<file path="src/rtl/atomrvcore_ifq.sv">
`default_nettype none
// ============================================================================
// Module   : atomrvcore_ifq
// Purpose  : Instruction fetch queue. A DEPTH-entry FIFO of {PC, instruction}
//            pairs between the fetch and decode stages, with a branch-redirect
//            flush and an occupancy count.
// Ports    : clk_i          - clock, rising-edge active
//            PCrst_i        - asynchronous active-low reset
//            push_valid_i   - fetch presents a PC/instruction pair
//            PC_i           - PC of the pushed instruction
//            instruction_i  - pushed instruction word
//            push_ready_o   - queue has a free entry
//            flush_i        - discard every queued entry
//            pop_ready_i    - decode consumes the head entry
//            pop_valid_o    - head entry is valid
//            PC_instr_o     - PC of the head entry (0 when empty)
//            instruction_o  - instruction of the head entry (NOP when empty)
//            count_o        - number of valid entries, 0..DEPTH
// Revision : 1.0 - initial release
// ============================================================================
module atomrvcore_ifq #(
  parameter int DATAWIDTH = 32,
  parameter int DEPTH     = 4
) (
  input  logic                     clk_i,
  input  logic                     PCrst_i,
  input  logic                     push_valid_i,
  input  logic [DATAWIDTH-1:0]     PC_i,
  input  logic [DATAWIDTH-1:0]     instruction_i,
  output logic                     push_ready_o,
  input  logic                     flush_i,
  input  logic                     pop_ready_i,
  output logic                     pop_valid_o,
  output logic [DATAWIDTH-1:0]     PC_instr_o,
  output logic [DATAWIDTH-1:0]     instruction_o,
  output logic [$clog2(DEPTH):0]   count_o
);

  localparam int                   c_PTRW      = $clog2(DEPTH);
  localparam int                   c_CNTW      = c_PTRW + 1;
  localparam logic [c_CNTW-1:0]    c_DEPTH_CNT = c_CNTW'(DEPTH);
  localparam logic [DATAWIDTH-1:0] c_NOP       = DATAWIDTH'(32'h0000_0013);

  logic [DATAWIDTH-1:0] r_pc_mem    [DEPTH];
  logic [DATAWIDTH-1:0] r_instr_mem [DEPTH];
  logic [c_PTRW-1:0]    r_wr_ptr;
  logic [c_PTRW-1:0]    r_rd_ptr;
  logic [c_CNTW-1:0]    r_count;

  logic w_push;
  logic w_pop;

  // Handshakes are qualified by registered occupancy only, so a pop in the
  // same cycle never frees a slot for a push while full.
  assign push_ready_o = (r_count < c_DEPTH_CNT);
  assign pop_valid_o  = (r_count != '0);
  assign w_push       = push_valid_i & push_ready_o & ~flush_i;
  assign w_pop        = pop_ready_i  & pop_valid_o  & ~flush_i;

  // Storage is deliberately not reset; pointers and count define validity.
  always_ff @(posedge clk_i) begin
    if (w_push) begin
      r_pc_mem[r_wr_ptr]    <= PC_i;
      r_instr_mem[r_wr_ptr] <= instruction_i;
    end
  end

  // DEPTH is a power of two, so pointer increments wrap naturally.
  always_ff @(posedge clk_i or negedge PCrst_i) begin
    if (!PCrst_i) begin
      r_wr_ptr <= '0;
      r_rd_ptr <= '0;
      r_count  <= '0;
    end else if (flush_i) begin
      r_wr_ptr <= '0;
      r_rd_ptr <= '0;
      r_count  <= '0;
    end else begin
      if (w_push) begin
        r_wr_ptr <= r_wr_ptr + c_PTRW'(1);
      end
      if (w_pop) begin
        r_rd_ptr <= r_rd_ptr + c_PTRW'(1);
      end
      case ({w_push, w_pop})
        2'b10:   r_count <= r_count + c_CNTW'(1);
        2'b01:   r_count <= r_count - c_CNTW'(1);
        default: r_count <= r_count;
      endcase
    end
  end

  // No bypass: an entry is visible at the head the cycle after its push.
  assign PC_instr_o    = pop_valid_o ? r_pc_mem[r_rd_ptr]    : '0;
  assign instruction_o = pop_valid_o ? r_instr_mem[r_rd_ptr] : c_NOP;
  assign count_o       = r_count;

endmodule
`default_nettype wire

</file>
<file path="config.mk">
export PLATFORM = sky130hd
export DESIGN_NAME = atomrvcore_ifq
export DESIGN_NICKNAME = d
export VERILOG_FILES = /design/src/rtl/atomrvcore_ifq.sv
export SDC_FILE = /design/constraint.sdc
export NUM_CORES = 1
export LEC_CHECK = 0
export BUFFER_PORTS_ARGS = -buffer_cell sky130_fd_sc_hd__buf_2
export CAP_MARGIN = 20
export CORE_ASPECT_RATIO = 0.8
export CORE_MARGIN = 5
export CORE_UTILIZATION = 60
export DETAILED_ROUTE_END_ITERATION = 16
export PLACE_DENSITY = 0.92
export RECOVER_POWER = 50
export SETUP_SLACK_MARGIN = 0.3
export SYNTH_ARGS = -nofsm -noshare
export SYNTH_HDL_FRONTEND = slang
export SYNTH_SLANG_ARGS = --single-unit
</file>
<file path="constraint.sdc">
create_clock -name clk_i -period 5.2 [get_ports clk_i]
set_input_delay 1.04 -clock clk_i [delete_from_list [all_inputs] [get_ports clk_i]]
set_output_delay 1.04 -clock clk_i [all_outputs]
set_load 0.03 [all_outputs]
</file>
==> out/qor.csv <==
metric,value,unit
hold_violations,0,
relSlewSlack,-118,%
dieArea,19600,um^2
startpoint_type,flop,
setup_viol,0,
grt-ovfl-total,0,
tightest_slew,3.26,ns
wl,18700,um
viasPerCell,5.76,
clkPwrFrac,35.7,%
cts_tree,yes,
cp.arrival,3.08,ns
utilization,70.5,%
required,4.16,ns
die-height,126,um
crit_fanout,64,
max_freq,0.243,GHz
dp_hpwl,11100,um
num-nets-final,681,
p_leak,3.87,nW
period_share,79.2,%
min_path_type,input port to async pin,
antenna_found_initial,1,
p_per_area,408,nW/um^2
p_switching,0.00115,W
gp_congestion,0.733,
rsz0062_at_grt,no,
die_x,155,um
clkTransAtPathRegs,0.07,ns
fin_worst_skew,0.0166,ns
drive_above_1_share,27.6,%
grt_max_degree,66,
criticalPathCategory,flop to primary output,
via_count,4876,
fin_hold_ws,0.423,ns
first_global_vias,5158,
cts_resized,0,
grt.total_usage,19.1,%
status,finished with violations,
pwr-share-comb,13.0,%
syn-num-nets,537,
power_frac_seq,51.3,%
cts_setup_buffers,0,
cts_buffers,25,
ys_types,27,
drt-initial-drc-count,325,
synthCells,463,
n_antenna_cell,0,
r2r_slack,1.41,ns
ys_seq_elements,263,
yosysWarningCount,0,
ant_nets,0,
yosysSeqAreaShare,77.4,%
io_buffers,137,
slowest_delay,1.33,ns
syn_to_final_growth,15.2,%
rows,42,
fin_setup_tns,0,ns
syn_area_per_cell,21.9,um^2
avgRoutedWirePerCell,22.1,um
drc,0,
p_int,0.00363,W
period_minus_slack,4.12,ns
worstSetupEndpointType,primary output,
dr.pass1.iters,5,
swShare,24.1,%
holdBufCountCts,0,
violations,"max-capacitance violations, max-slew violations",
path_cells,"nor3_1, inv_1, and2_1, buf_2",
clock-sinks,263,
io_pins,138,
max_cap_viol_count,4,
slowest_stage,inv_1,
initial_core_util,61.2,%
cts_max_level,1,
netlist_area,10200,um^2
cts-root-buf,clkbuf_16,
vdd_drop_max,0.305,mV
clock_latency,0.51,ns
clk_path_buf_depth,3,
grt_pass1_wl,29100,um
report.final.slew_viol_count,260,
fp.coreArea,16600,um^2
state kept, by name (all words and copies together), names as in the netlist:
name,count
r_rd_ptr,2
r_wr_ptr,2
r_instr_mem,128
r_pc_mem,128
count_o,3
power groups by stage:
stage	combinational (W)	sequential [W]	clock (W)
final	0.000622	0.00245	0.00170
after global routing	0.000666	0.00246	0.00183
after CTS	0.000642	0.00245	0.00173
after detailed placement	0.000640	0.00249	0
after global placement	0.000593	0.00251	0
after floorplan	0.000467	0.00247	0
cell usage after synthesis:
cell      count  area, um^2
edfxtp_1    256        7690
and2_1       66         413
mux4_2       64        1440
clkbuf_1      9        33.8
dfrtp_1       7         175
nor2_1        7        26.3
buf_2         6        30.0
buf_6         6        67.6
nand2_1       6        22.5
a21oi_1       5        25.0
ha_1          4        50.1
o21ai_0       4        20.0
inv_1         3        11.3
or2_1         3        18.8
buf_4         2        15.0
nand3_1       2        10.0
xnor2_1       2        17.5
xor2_1        2        17.5
a221oi_1      1        8.76
clkinv_1      1        3.75
fa_1          1        20.0
nand2b_1      1        6.26
nor2b_2       1        8.76
nor3_1        1        5.00
nor3_2        1        10.0
nor4_1        1        6.26
or4_1         1        7.51
layout by cell type, fill, tap and decap left out, types with 2 or more instances in the layout:
cell type / netlist / routed
inv_1: 3 / 4
edfxtp_1: 256 / 256
dfrtp_4: 0 / 2
bufinv_16: 0 / 2
nand3_1: 2 / 2
xnor2_1: 2 / 2
clkinv_1: 1 / 8
clkbuf_1: 9 / 72
clkbuf_16: 0 / 25
or2_1: 3 / 3
and2_1: 66 / 65
xor2_1: 2 / 2
buf_2: 6 / 71
dfrtp_1: 7 / 5
a21oi_1: 5 / 5
o21ai_0: 4 / 4
buf_4: 2 / 2
clkinv_2: 0 / 3
nand2_1: 6 / 6
ha_1: 4 / 4
mux4_2: 64 / 64
nor3_1: 1 / 2
nor2_1: 7 / 7
logic make-up (layout without fill, tap and decap cells):
kind of cell | after synthesis | in the layout | synth area share, %
DFF | 263 | 263 | 77.4
muxes | 64 | 64 | 14.2
AOI/OAI and AO/OA | 10 | 10 | 0.530
adders and majority gates | 5 | 5 | 0.690
xor gates and xnor gates | 4 | 4 | 0.345
and+or+nand+nor | 90 | 90 | 5.26
buffers and inverters | 27 | 190 | 1.59
critical path, delay by kind of cell, from the launching register on:
kind	cells	cell delay (ns)
flops	1	0.51
buf+inv	2	1.55
simple gates	2	0.49
path summary, 6_finish.rpt:
kind                                    endpoint        start  cells past startpoint
worst max-delay path            instruction_o[6]   count_o[0]                      4
worst min-delay path                 r_wr_ptr[0]      PCrst_i                      1
worst max register to register   r_pc_mem[2][19]   count_o[2]                      4
worst min register to register       r_wr_ptr[1]  r_wr_ptr[1]                      2
max in group asynchronous            r_rd_ptr[1]      PCrst_i                      1
min in group clk_i                   r_wr_ptr[1]  r_wr_ptr[1]                      2
per-layer routing:
layer / GRT usage, % / vias to the layer above / part of all wire [%]
met2: 31.0 / 206 / 49
li1: - / 2148 / -
met3: 5.11 / 37 / 8.4
met4: 4.94 / 2 / 2.4
met5: 0 / - / 0.037
met1: 26.5 / 2483 / 40
cell type report:
cell class | instances | area (um^2)
inverter | 4 | 15.0
clock inverter | 15 | 123
tap | 220 | 275
clock buffer | 31 | 648
timing repair buffer | 140 | 646
multi-input combinational | 173 | 2130
sequential | 263 | 7870
fill | 1065 | 4900
through the flow:
step	instance area (um^2)	power (W)	setup WS (ns)	instances
after global routing	11700	0.00496	0.848	846
after detailed placement	11000	0.00313	2.10	800
after global placement	11000	0.00310	1.75	799
after CTS	11800	0.00482	1.55	846
final	11700	0.00478	1.08	846
after floorplan	10200	0.00293	1.86	463
Note: power is estimated with default switching activity, not from simulation.
